File: src/rtl/uart_pkg.sv
// -----------------------------------------------------------------------------
// uart_pkg
// Shared definitions for the 8E1 UART transmitter/receiver pair.
//   uart_state_t : frame-level state, used by both halves and exported on the
//                  top-level debug state outputs
//   FRAME_BITS   : start + 8 data + parity + stop
//   DATA_BITS    : payload bits per frame
// -----------------------------------------------------------------------------
package uart_pkg;

   typedef enum logic [2:0] {
      IDLE,
      START,
      DATA,
      PARITY,
      STOP
   } uart_state_t;

   localparam int FRAME_BITS = 11;
   localparam int DATA_BITS  = 8;

endpackage

File: src/rtl/uart_rx.sv
// -----------------------------------------------------------------------------
// uart_rx
// Deserialises 8E1 frames. The line is synchronised by two flops (reset high),
// the start bit is re-checked at half-bit to reject glitches, and every later
// bit is sampled at mid-bit. Frames with a bad stop bit are dropped.
// Ports:
//   clk, reset  : system clock, synchronous active-high reset
//   rx_i        : asynchronous serial input, idle high
//   rx_data     : last good byte in [7:0], [9:8] always zero
//   rx_parity   : 1 when the last accepted frame had a parity mismatch
//   rx_busy     : high from start detection until the stop sample
//   state       : current FSM state (debug)
// -----------------------------------------------------------------------------
module uart_rx
   import uart_pkg::*;
#(
   parameter int CLKS_PER_BIT = 4
) (
   input  logic        clk,
   input  logic        reset,
   input  logic        rx_i,
   output logic [9:0]  rx_data,
   output logic        rx_parity,
   output logic        rx_busy,
   output uart_state_t state
);

   localparam int            CW        = $clog2(CLKS_PER_BIT);
   localparam logic [CW-1:0] BIT_LAST  = CW'(CLKS_PER_BIT - 1);
   localparam logic [CW-1:0] HALF_LAST = CW'(CLKS_PER_BIT / 2 - 1);

   uart_state_t   state_q, state_d;
   logic [CW-1:0] cnt_q, cnt_d;
   logic [2:0]    idx_q, idx_d;
   logic [7:0]    shreg_q, shreg_d;
   logic          par_q, par_d;
   logic [9:0]    data_q, data_d;
   logic          perr_q, perr_d;
   logic          busy_q, busy_d;
   logic          sync1_q, sync2_q;
   logic          line;
   logic          bit_done;

   always_ff @(posedge clk) begin
      if (reset) begin
         sync1_q <= 1'b1;
         sync2_q <= 1'b1;
         state_q <= IDLE;
         cnt_q   <= '0;
         idx_q   <= '0;
         shreg_q <= '0;
         par_q   <= 1'b0;
         data_q  <= '0;
         perr_q  <= 1'b0;
         busy_q  <= 1'b0;
      end else begin
         sync1_q <= rx_i;
         sync2_q <= sync1_q;
         state_q <= state_d;
         cnt_q   <= cnt_d;
         idx_q   <= idx_d;
         shreg_q <= shreg_d;
         par_q   <= par_d;
         data_q  <= data_d;
         perr_q  <= perr_d;
         busy_q  <= busy_d;
      end
   end

   always_comb begin
      line     = sync2_q;
      bit_done = (cnt_q == BIT_LAST);
      state_d  = state_q;
      cnt_d    = cnt_q + CW'(1);
      idx_d    = idx_q;
      shreg_d  = shreg_q;
      par_d    = par_q;
      data_d   = data_q;
      perr_d   = perr_q;
      busy_d   = busy_q;

      case (state_q)
         IDLE: begin
            cnt_d = '0;
            if (!line) begin
               state_d = START;
               busy_d  = 1'b1;
            end
         end
         START: begin
            // Half-bit re-check; from here on samples land mid-bit.
            if (cnt_q == HALF_LAST) begin
               cnt_d = '0;
               if (line) begin
                  state_d = IDLE;
                  busy_d  = 1'b0;
               end else begin
                  state_d = DATA;
                  idx_d   = '0;
               end
            end
         end
         DATA: begin
            if (bit_done) begin
               cnt_d   = '0;
               shreg_d = {line, shreg_q[7:1]};
               if (idx_q == 3'(DATA_BITS - 1)) state_d = PARITY;
               else                            idx_d   = idx_q + 3'd1;
            end
         end
         PARITY: begin
            if (bit_done) begin
               cnt_d   = '0;
               par_d   = line;
               state_d = STOP;
            end
         end
         STOP: begin
            if (bit_done) begin
               cnt_d   = '0;
               state_d = IDLE;
               busy_d  = 1'b0;
               if (line) begin
                  data_d = {2'b00, shreg_q};
                  perr_d = par_q ^ (^shreg_q);
               end
            end
         end
         default: state_d = IDLE;
      endcase
   end

   assign rx_data   = data_q;
   assign rx_parity = perr_q;
   assign rx_busy   = busy_q;
   assign state     = state_q;

endmodule

File: src/rtl/uart_tx.sv
// -----------------------------------------------------------------------------
// uart_tx
// Serialises one byte per launch into an 8E1 frame, LSB first.
// Ports:
//   clk, reset  : system clock, synchronous active-high reset
//   tx_byte     : byte to send, latched on launch
//   tx_start    : frame request (level)
//   tx_o        : registered serial output, idle high
//   tx_busy     : high from launch until the stop bit has been held
//   state       : current FSM state (debug)
//
// Request semantics: tx_start is a level. A frame launches when the FSM can
// accept one (IDLE, or the last cycle of STOP) while tx_start=1 and the armed
// flag is set. Launch clears armed; any cycle with tx_start=0 sets it again, so
// a request held high across a frame produces exactly one frame.
// -----------------------------------------------------------------------------
module uart_tx
   import uart_pkg::*;
#(
   parameter int CLKS_PER_BIT = 4
) (
   input  logic        clk,
   input  logic        reset,
   input  logic [7:0]  tx_byte,
   input  logic        tx_start,
   output logic        tx_o,
   output logic        tx_busy,
   output uart_state_t state
);

   localparam int            CW       = $clog2(CLKS_PER_BIT);
   localparam logic [CW-1:0] BIT_LAST = CW'(CLKS_PER_BIT - 1);

   uart_state_t   state_q, state_d;
   logic [CW-1:0] cnt_q, cnt_d;
   logic [2:0]    idx_q, idx_d;
   logic [7:0]    shreg_q, shreg_d;
   logic          par_q, par_d;
   logic          armed_q, armed_d;
   logic          tx_o_q, tx_o_d;
   logic          busy_q, busy_d;
   logic          bit_done;
   logic          launch;

   always_ff @(posedge clk) begin
      if (reset) begin
         state_q <= IDLE;
         cnt_q   <= '0;
         idx_q   <= '0;
         shreg_q <= '0;
         par_q   <= 1'b0;
         armed_q <= 1'b1;
         tx_o_q  <= 1'b1;
         busy_q  <= 1'b0;
      end else begin
         state_q <= state_d;
         cnt_q   <= cnt_d;
         idx_q   <= idx_d;
         shreg_q <= shreg_d;
         par_q   <= par_d;
         armed_q <= armed_d;
         tx_o_q  <= tx_o_d;
         busy_q  <= busy_d;
      end
   end

   always_comb begin
      bit_done = (cnt_q == BIT_LAST);
      // The last STOP cycle may relaunch directly, giving gap-free frames.
      launch   = tx_start && armed_q &&
                 ((state_q == IDLE) || ((state_q == STOP) && bit_done));
      state_d  = state_q;
      cnt_d    = cnt_q + CW'(1);
      idx_d    = idx_q;
      shreg_d  = shreg_q;
      par_d    = par_q;
      tx_o_d   = tx_o_q;
      busy_d   = busy_q;
      armed_d  = launch ? 1'b0 : (armed_q | ~tx_start);

      case (state_q)
         IDLE: cnt_d = '0;
         START: begin
            if (bit_done) begin
               state_d = DATA;
               cnt_d   = '0;
               idx_d   = '0;
               tx_o_d  = shreg_q[0];
            end
         end
         DATA: begin
            if (bit_done) begin
               cnt_d = '0;
               if (idx_q == 3'(DATA_BITS - 1)) begin
                  state_d = PARITY;
                  tx_o_d  = par_q;
               end else begin
                  // Shift so the next bit to send is always in shreg[1].
                  idx_d   = idx_q + 3'd1;
                  shreg_d = {1'b0, shreg_q[7:1]};
                  tx_o_d  = shreg_q[1];
               end
            end
         end
         PARITY: begin
            if (bit_done) begin
               state_d = STOP;
               cnt_d   = '0;
               tx_o_d  = 1'b1;
            end
         end
         STOP: begin
            if (bit_done) begin
               state_d = IDLE;
               cnt_d   = '0;
               busy_d  = 1'b0;
            end
         end
         default: state_d = IDLE;
      endcase

      if (launch) begin
         state_d = START;
         cnt_d   = '0;
         shreg_d = tx_byte;
         par_d   = ^tx_byte;
         tx_o_d  = 1'b0;
         busy_d  = 1'b1;
      end
   end

   assign tx_o    = tx_o_q;
   assign tx_busy = busy_q;
   assign state   = state_q;

endmodule

File: src/rtl/uart_txrx.sv
// -----------------------------------------------------------------------------
// uart_txrx
// Full-duplex 8E1 UART: independent transmitter and receiver sharing one clock
// and a fixed clocks-per-bit divider (even, >= 4).
// Ports:
//   clk, reset  : system clock, synchronous active-high reset
//   tx_data     : byte to send in [7:0]; [9:8] are ignored
//   tx_start    : frame request (level, re-armed by a low cycle)
//   tx_o        : serial line out, idle high
//   tx_busy     : transmitter mid-frame
//   rx_i        : serial line in, idle high
//   rx_data     : last good received byte in [7:0], [9:8] zero
//   rx_parity   : parity error flag of the last accepted frame
//   rx_busy     : receiver mid-frame
//   tx_state    : transmitter FSM state (debug)
//   rx_state    : receiver FSM state (debug)
// -----------------------------------------------------------------------------
module uart_txrx
   import uart_pkg::*;
#(
   parameter int CLKS_PER_BIT = 4
) (
   input  logic        clk,
   input  logic        reset,
   input  logic [9:0]  tx_data,
   input  logic        tx_start,
   output logic        tx_o,
   output logic        tx_busy,
   input  logic        rx_i,
   output logic [9:0]  rx_data,
   output logic        rx_parity,
   output logic        rx_busy,
   output uart_state_t tx_state,
   output uart_state_t rx_state
);

   // Upper request bits carry no meaning for an 8-bit frame.
   logic unused_tx_hi;
   assign unused_tx_hi = ^tx_data[9:8];

   uart_tx #(.CLKS_PER_BIT(CLKS_PER_BIT)) u_tx (
      .clk      (clk),
      .reset    (reset),
      .tx_byte  (tx_data[7:0]),
      .tx_start (tx_start),
      .tx_o     (tx_o),
      .tx_busy  (tx_busy),
      .state    (tx_state)
   );

   uart_rx #(.CLKS_PER_BIT(CLKS_PER_BIT)) u_rx (
      .clk       (clk),
      .reset     (reset),
      .rx_i      (rx_i),
      .rx_data   (rx_data),
      .rx_parity (rx_parity),
      .rx_busy   (rx_busy),
      .state     (rx_state)
   );

endmodule

File: config.mk
export PLATFORM = sky130hd
export DESIGN_NAME = uart_txrx
export DESIGN_NICKNAME = d
export VERILOG_FILES = /design/src/rtl/uart_pkg.sv /design/src/rtl/uart_rx.sv /design/src/rtl/uart_tx.sv /design/src/rtl/uart_txrx.sv
export SDC_FILE = /design/constraint.sdc
export NUM_CORES = 1
export LEC_CHECK = 0
export ABC_AREA = 1
export CORE_ASPECT_RATIO = 1.25
export CORE_MARGIN = 2
export CORE_UTILIZATION = 59
export DETAILED_ROUTE_END_ITERATION = 12
export GPL_TIMING_DRIVEN = 0
export PLACE_DENSITY = 0.9
export SLEW_MARGIN = 20
export SYNTH_ARGS = -nofsm -noshare
export SYNTH_HDL_FRONTEND = slang
export SYNTH_HIERARCHICAL = 1
export SYNTH_SLANG_ARGS = --single-unit
File: constraint.sdc
create_clock -name clk -period 2.7 [get_ports clk]
set_input_delay 0.405 -clock clk [delete_from_list [all_inputs] [get_ports clk]]
set_output_delay 0.405 -clock clk [all_outputs]
set_load 0.02 [all_outputs]
* Word-level counts from Yosys, hierarchy flattened
Index checks and enable logic that the tools add are counted.
Operators by class: equal/unequal tests 35, bitwise logic cells 4, add/sub/neg operators 4, multiplexer cells 47, reduce and logical (&&, ||, !) cells 30
Operator list (number):
- 3-bit 2-to-1 mux | 17
- 8-bit 2-to-1 mux | 4
- 3-bit one-hot mux with 5 select lines | 2
- 2-bit by 1-bit inequality test with 1-bit output (second input constant) | 13
- 6-bit AND reduction | 3
- 8-bit parity | 2
- 3-bit by 1-bit inequality test with 1-bit output (second input constant) | 5
- 1-bit 2-to-1 mux | 14
- 3-bit by 2-bit equality test with 1-bit output (second input constant) | 4
- 3-bit equality test (second input constant) | 4
- 3-bit one-hot mux with 2 select lines | 2
- 5-bit AND reduction | 2
- 2-bit nonzero test | 5
- 2-bit 2-to-1 mux | 4
- 2-bit inequality test (second input constant) | 4
- 4-bit AND reduction | 2
- 3-bit by 1-bit adder with 3-bit output (second input constant) | 2
- 3-bit by 1-bit equality test with 1-bit output (second input constant) | 2
- 3-bit logical NOT | 2
- 1-bit one-hot mux with 3 select lines | 2
- 2-bit one-hot mux with 3 select lines | 1
- 2-bit AND reduction | 3
- 3-bit AND reduction | 2
- 2-bit by 1-bit adder with 2-bit output (second input constant) | 2
- 13 further kinds | 17
Storage, ports and cells: word-level logic and storage cells 139, bits of input ports 14, bits in registers 49

* Longest topological paths before layout
Gate-level depths: netlist (run 1).
word-level depth 6, gate-level depth with buffers 11, mapped depth without buffers 10

* Cells and area by module
Netlist (run 1), hierarchy kept.
By module, submodules not included:
- uart_rx | cells each 197, area an instance 1443.9 um^2, seq. area each 580.6 um^2, times used 1
- uart_tx | cells each 190, area an instance 1209.9 um^2, seq. area each 400.4 um^2, times used 1

* Worst setup path before layout (run 1)
OpenSTA, ideal clock, no wires.
kind flip-flop to flip-flop, start point reg u_tx.idx_q[0], end point reg u_tx.idx_q[0], arrival 1.277 ns, required time 2.587 ns, slack 1.311 ns, path buffers 0, cell stages (with the launch flop) 9, clock period less this slack 1.389 ns, cells stage by stage dfxtp_1 -> ha_1 -> ha_1 -> inv_1 -> nand3_2 -> a21oi_4 -> o21ai_0 -> nand2_1 -> nor2_1
On the way: longest elaborated chain between the ends 4, elaborated cells on any way between the ends 7, those cells by class add/sub: 1; eq/ne: 2; mux: 3; reduce/logical: 1
Ends and longest elaborated chain:
- start: declaration | RTL line uart_tx.sv:36 | logic [2:0] idx_q, idx_d;
- start signal: assignment | RTL line uart_tx.sv:58 | idx_q <= idx_d;
- 3-bit by 1-bit adder with 3-bit output | RTL line uart_tx.sv:99 | idx_d = idx_q + 3'd1;
- 3-bit 2-to-1 mux | RTL line uart_tx.sv:94 | if (idx_q == 3'(DATA_BITS - 1)) begin
- 3-bit 2-to-1 mux | RTL line uart_tx.sv:92 | if (bit_done) begin
- 3-bit one-hot mux with 2 select lines | RTL line uart_tx.sv:81 | case (state_q)
Parallel ways exist; a longest one is shown, timed or not. The select of a mux whose other input is x is not followed. A chain may end at the register's enable or synchronous reset.

* Worst setup path in the final report (run 1)
start point reg u_tx.state_q[1] (netlist: u_tx/state[1]), end point out tx_state[1]
RTL lines:
- start: declaration | RTL line uart_tx.sv:34 | uart_state_t state_q, state_d;
- start signal: assignment | RTL line uart_tx.sv:56 | state_q <= state_d;
- end: declaration | RTL line uart_txrx.sv:33 | output uart_state_t tx_state,
No word-level cell between the ends.

==> impl_metrics.tcl, run 1 <==
set metrics [dict create \
    synthXorXnorAreaFrac_pct 0.660 \
    drive_gt1_share_pct 13.2 \
    fin_crit_ns 1.84 \
    clock-sinks 49 \
    track_usage_pct 22.7 \
    cp.required_ns 2.30 \
    finalWirelength_um 5360 \
    clk_pin_slew_ns 0.09 \
    arrival_ns 1.44 \
    setup_tns_ns 0 \
    worstSkewPairLatency_ns 0.31 \
    overflow 0 \
    cts_resized 0 \
    row_count 27 \
    synth_fa_ha_area_share_pct 4.24 \
    ys_types 34 \
    min_from "u_rx/sync1_q" \
    htree_num_levels 2 \
    cp-end-kind "primary output" \
    nNetsFinal 446 \
    rsz0062_at_grt "no" \
    critPathLaunch "u_tx/state[1]" \
    ys_ff_latch 49 \
    slew_violations 0 \
    io_buffers 28 \
    cts_setup_buffers 0 \
    synth_area_um2 2650 \
    p_leak_nw 1.44 \
    drtAntennaViolNets 0 \
    status "finished, final reports clean" \
    numCtsBuffers 5 \
    vias_per_cell 5.09 \
    critPathLaunchType "flip-flop" \
    synthSimpleGateAreaFrac_pct 34.0 \
    fin_skew_ns 0.00718 \
    fmax_mhz 543 \
    die_area_um2 5050 \
    ctsHoldBuffers 0 \
    avgRoutedWirePerCell_um 11.1 \
    syn_avg_cell_area_um2 6.86 \
    antenna_found_initial 0 \
    max_slew_margin_pct 61.4 \
    utilization_pct 72.2 \
    final_hold_viol_count 0 \
    dp_hpwl_um 4010 \
    cp_num_buf_inv 1 \
    synth_compound_area_share_pct 13.3 \
    initial_utilization_pct 60.9 \
    crit_family "buffers and inverters" \
    drt_iter0_drc 80 \
    synth.area.mux_share_pct 0 \
    path_class "reg -> out" \
    worstMarginPinSlew_ns 0.579 \
    syn_inst 387 \
    cts_tree "built" \
    grt_pass1_wl_um 9170 \
    syn_to_final_growth_pct 18.5 \
    io-pin-count 34 \
    root_buffer "clkbuf_8" \
    cp_slowest_cell "clkdlybuf4s50_1" \
    ys_warn_count 6 \
    ir_drop_mv 0.586 \
    crit_chain "clkdlybuf4s50_1" \
    grt_max_degree 16 \
    setup_viol_count_final 0 \
    grt_pass1_vias 2208 \
    clock_path_buffers 2 \
    critPathMaxStageDelay_ns 0.66 \
    die_w_um 64.0 \
    min_period_over_period_pct 68.2 \
    yosysSeqAreaShare_pct 37.0 \
    synth_top_family_by_area "simple AND/OR/NAND/NOR gates" \
    antenna_cells 0 \
    power.density_nw_per_um2 618 \
    gp_congestion 0.887 \
    die_h_um 79.0 \
    drc 0 \
    drtPass1Iterations 4 \
    path_max_fanout 5 \
    r2r_start "u_tx/idx_q[0]" \
    maxCapViolCount 0 \
    vias 2453 \
    core_um2 4360 \
    hp-class "reg -> reg" \
]
final cells by class:
class	instances	area, um^2
multi-input cells	273	1390
fillers	354	1210
flip-flops and latches	49	981
repair buffers	28	280
inverters	56	213
well taps	58	72.6
plain buffers	10	70.1
clock buffers	5	68.8
clock inverters	3	65.1
power breakdown:
part           internal (mW)  switching (mW)
Combinational          0.196           0.318
Clock                  0.368           0.251
Sequential             0.769          0.0436
Yosys cell counts:
| master | count | area (um^2) |
|---|---|---|
| buf_6 | 1 | 11.3 |
| and3_1 | 1 | 6.26 |
| clkbuf_1 | 3 | 11.3 |
| nand4_1 | 2 | 12.5 |
| a21oi_4 | 1 | 16.3 |
| a21oi_1 | 33 | 165 |
| nand2_1 | 105 | 394 |
| nand3b_1 | 1 | 7.51 |
| inv_2 | 11 | 41.3 |
| o21ai_0 | 24 | 120 |
| nor2_1 | 34 | 128 |
| buf_4 | 2 | 15.0 |
| o21ai_1 | 4 | 20.0 |
| inv_1 | 44 | 165 |
| nand3_1 | 24 | 120 |
| ha_1 | 9 | 113 |
| nor2_2 | 2 | 12.5 |
| nand3_2 | 3 | 30.0 |
| nor2_4 | 6 | 67.6 |
| nor3_1 | 2 | 10.0 |
| a21oi_2 | 1 | 8.76 |
| or2_2 | 3 | 18.8 |
| nand4_4 | 1 | 21.3 |
| buf_8 | 1 | 15.0 |
| o21a_1 | 1 | 7.51 |
| buf_2 | 2 | 10.0 |
| inv_4 | 1 | 6.26 |
| o21ai_4 | 1 | 16.3 |
| conb_1 | 1 | 3.75 |
| dfxtp_1 | 49 | 981 |
| nand2_2 | 10 | 62.6 |
| xnor2_1 | 2 | 17.5 |
| nand2_4 | 1 | 11.3 |
| clkbuf_4 | 1 | 7.51 |
cell usage in the layout, fill, tap and decap left out, types with 2 or more instances in the layout:
cell	instances
nor2_2	2
clkbuf_1	3
bufinv_16	2
o21ai_0	24
inv_2	11
o21ai_1	4
a21oi_1	33
or2_2	3
clkbuf_8	5
ha_1	9
conb_1	2
xnor2_1	2
nand2_2	10
buf_4	2
nor3_1	2
inv_1	44
clkdlybuf4s50_1	28
buf_2	2
nand3_1	24
nand4_1	2
nand3_2	3
nand2_1	105
nor2_1	34
dfxtp_1	49
nor2_4	6
kinds of logic (layout without fill, tap and decap cells):
logic type / Yosys count / after routing
flops: 49 / 49
compound gates: 65 / 65
fa+ha+maj: 9 / 9
simple gates: 195 / 195
xor+xnor: 2 / 2
buf+inv: 66 / 102
other cells: 1 / 2
routing by layer:
metal  vias up  routed length, um  track usage (%)
li1       1285                  -                -
met1      1115               2260             24.4
met2        42               2840             41.9
met3        11                147             4.82
met4         0                111             10.4
met5         -                  0                0
per-stage QoR:
step           cells  instance area (um^2)  hold WS, ns  total power [mW]  setup WS (ns)
3_3_place_gp     474                  3010        0.392              1.32           1.03
2_1_floorplan    388                  2660        0.389              1.20           1.31
3_5_place_dp     474                  3010        0.394              1.33           1.01
5_1_grt          482                  3140        0.416              2.05          0.787
4_1_cts          482                  3140        0.411              1.96          0.847
6_report         482                  3140        0.411              1.94          0.858
final timing paths:
kind,endpoint,slack (ns),depth (start not counted)
setup reg to reg,u_tx/idx_q[1],1.12,8
setup / recovery,tx_state[1],0.86,1
hold / removal,u_rx/line,0.41,1
hold reg to reg,u_rx/line,0.41,1
registers in the layout, indices dropped and copies added, names as in the netlist:
name and cells:
u_rx/cnt_q 2, u_rx/idx_q 3, u_rx/line 1, u_rx/par_q 1, u_rx/rx_busy 1, u_rx/rx_data 8, u_rx/rx_parity 1, u_rx/shreg_q 8
u_rx/state 3, u_rx/sync1_q 1, u_tx/armed_q 1, u_tx/cnt_q 2, u_tx/idx_q 3, u_tx/par_q 1, u_tx/shreg_q 8, u_tx/state 3
u_tx/tx_busy 1, u_tx/tx_o 1
Note: power is estimated with default switching activity, not from simulation.
==> run 2: changes to the inputs <==
--- a/config.mk
+++ b/config.mk
@@ -8,10 +8,10 @@
 export ABC_AREA = 1
 export CORE_ASPECT_RATIO = 1.25
 export CORE_MARGIN = 2
-export CORE_UTILIZATION = 59
+export CORE_UTILIZATION = 50
 export DETAILED_ROUTE_END_ITERATION = 12
 export GPL_TIMING_DRIVEN = 0
-export PLACE_DENSITY = 0.9
+export PLACE_DENSITY = 0.82
 export SLEW_MARGIN = 20
 export SYNTH_ARGS = -nofsm -noshare
 export SYNTH_HDL_FRONTEND = slang
==> constraint.sdc (replaced) <==
create_clock -name clk -period 1.5 [get_ports clk]
set_input_delay 0.225 -clock clk [delete_from_list [all_inputs] [get_ports clk]]
set_output_delay 0.225 -clock clk [all_outputs]
set_load 0.02 [all_outputs]
==> impl_metrics.tcl, run 2 (synthesis gave the netlist of run 1 again) <==
set metrics [dict create \
    status "finished, final reports clean" \
    io_buffers 28 \
    antenna_cells 0 \
    critPathLaunchType "flip-flop" \
    p_total_mw 3.17 \
    stdcell_count 491 \
    maxCapViolCount 0 \
    row_count 29 \
    slew_violations 0 \
    nNetsFinal 451 \
    arrival_ns 1.62 \
    path_max_fanout 6 \
    fillCellCount 469 \
    syn_to_final_growth_pct 21.4 \
    cp.required_ns 1.66 \
    fmax_mhz 686 \
    die_h_um 85.5 \
    critPathMaxStageDelay_ns 0.35 \
    cp_slowest_cell "dfxtp_2" \
    dp_hpwl_um 3930 \
    worstSkewPairLatency_ns 0.31 \
    antenna_found_initial 0 \
    clock_path_buffers 2 \
    vias_per_cell 5.07 \
    htree_num_levels 2 \
    drc 0 \
    max_slew_margin_pct 62.2 \
    whs_ns 0.299 \
    fin_crit_ns 1.46 \
    clk_pin_slew_ns 0.09 \
    finalWirelength_um 5520 \
    drtPass1Iterations 4 \
    cp-end-kind "flip-flop" \
    path_class "reg -> reg" \
    track_usage_pct 18.8 \
    fin_skew_ns 0.0110 \
    final_hold_viol_count 0 \
    drtAntennaViolNets 0 \
    setup_viol_count_final 0 \
    clock-sinks 49 \
    gp_congestion 0.818 \
    ir_drop_mv 0.686 \
    place_inst 478 \
    vias 2487 \
    overflow 0 \
    drt_iter0_drc 93 \
    initial_utilization_pct 51.9 \
    die_area_um2 5910 \
    ctsHoldBuffers 0 \
    layout_common_cells "nand2_1, dfxtp_1, inv_1" \
    worstMarginPinSlew_ns 0.567 \
    grt_pass1_vias 2311 \
    grt_max_degree 17 \
    crit_chain "ha_4 -> ha_4 -> inv_4 -> nand3_4 -> a21oi_4 -> nand2_1 -> o21ai_1 -> nor2_1" \
    die_w_um 69.2 \
    io-pin-count 34 \
    hp-class "in -> reg" \
    root_buffer "clkbuf_8" \
    min_period_over_period_pct 97.2 \
    cts_tree "built" \
    avgRoutedWirePerCell_um 11.2 \
    worst_path_most_repeated_cell "ha_4" \
    numCtsBuffers 5 \
    core_um2 5120 \
    p_leak_nw 1.65 \
    power.density_nw_per_um2 984 \
    grt_pass1_wl_um 9270 \
    drive_gt1_share_pct 16.1 \
    final_common_cell "nand2_1" \
]
==> run 2: cell count changes in the layout (fill, tap and decap cells not counted), sizes merged <==
| cell | change |
|---|---|
| clkdlybuf4s50 | -17 |
| dlymetal6s2s | +11 |
| dlygate4sd2 | +6 |
| buf | +4 |
| bufinv | -2 |
| clkinvlp | +1 |
| inv | +1 |
| nand4 | +1 |
==> run 2: final cells by class <==
| cell class | count | area (um^2) | area share (%) |
|---|---|---|---|
| buffer | 10 | 76.3 | 2.37 |
| sequential | 49 | 986 | 30.6 |
| multi-input combinational | 274 | 1450 | 44.9 |
| clock buffer | 5 | 68.8 | 2.14 |
| inverter | 56 | 215 | 6.68 |
| timing repair buffer | 32 | 330 | 10.3 |
| clock inverter | 3 | 21.3 | 0.660 |
| tap | 62 | 77.6 | 2.41 |
==> run 2: repair_timing <==
action,in CTS,in global routing
gates resized for setup,12,22
endpoints found under the setup margin,14,25
buffers inserted,2,2
cloned,0,1
pin swaps,1,3
==> run 2: stage by stage <==
step | worst slack (ns) | setup TNS, ns | utilization, % | area [um^2]
2_1_floorplan | 0.111 | 0 | - | 2660
3_3_place_gp | 0.00862 | 0 | 58.9 | 3020
3_5_place_dp | -0.0804 | -0.179 | 58.9 | 3020
4_1_cts | 0.00447 | 0 | 61.2 | 3130
5_1_grt | -0.0375 | -0.0375 | 63.0 | 3220
6_report | 0.0417 | 0 | 63.0 | 3220
==> run 2: per-layer routing <==
layer / vias up / GRT usage [%] / part of all wire [%]
met5: - / 0 / 0
met4: 0 / 7.49 / 2.2
met3: 11 / 3.92 / 2.9
met2: 42 / 34.6 / 51
met1: 1135 / 21.1 / 44
li1: 1299 / - / -
==> run 2: worst max-delay path, delay by kind of cell, from the launching register on <==
kind                       cells  cell delay (ns)
and+or+nand+nor                3             0.24
buffers and inverters          1             0.09
AOI/OAI and AO/OA              2             0.32
DFF                            1             0.35
adders and majority gates      2             0.33
==> run 2: worst paths after layout <==
path / slack, ns / startpoint / cells past startpoint / end
hold / removal: 0.30 / reset / 2 / u_rx/idx_q[0]
setup reg to reg: 0.04 / u_tx/idx_q[0] / 8 / u_tx/idx_q[2]
setup / recovery: 0.04 / u_tx/idx_q[0] / 8 / u_tx/idx_q[2]
hold reg to reg: 0.42 / u_rx/sync1_q / 1 / u_rx/line
==> run 2: power by group <==
part | total [mW] | leakage, nW | internal [mW] | switching, mW
Sequential | 1.46 | 0.401 | 1.38 | 0.0768
Clock | 0.794 | 0.0445 | 0.332 | 0.462
Combinational | 0.917 | 1.20 | 0.335 | 0.582
Total | 3.17 | 1.65 | 2.05 | 1.12
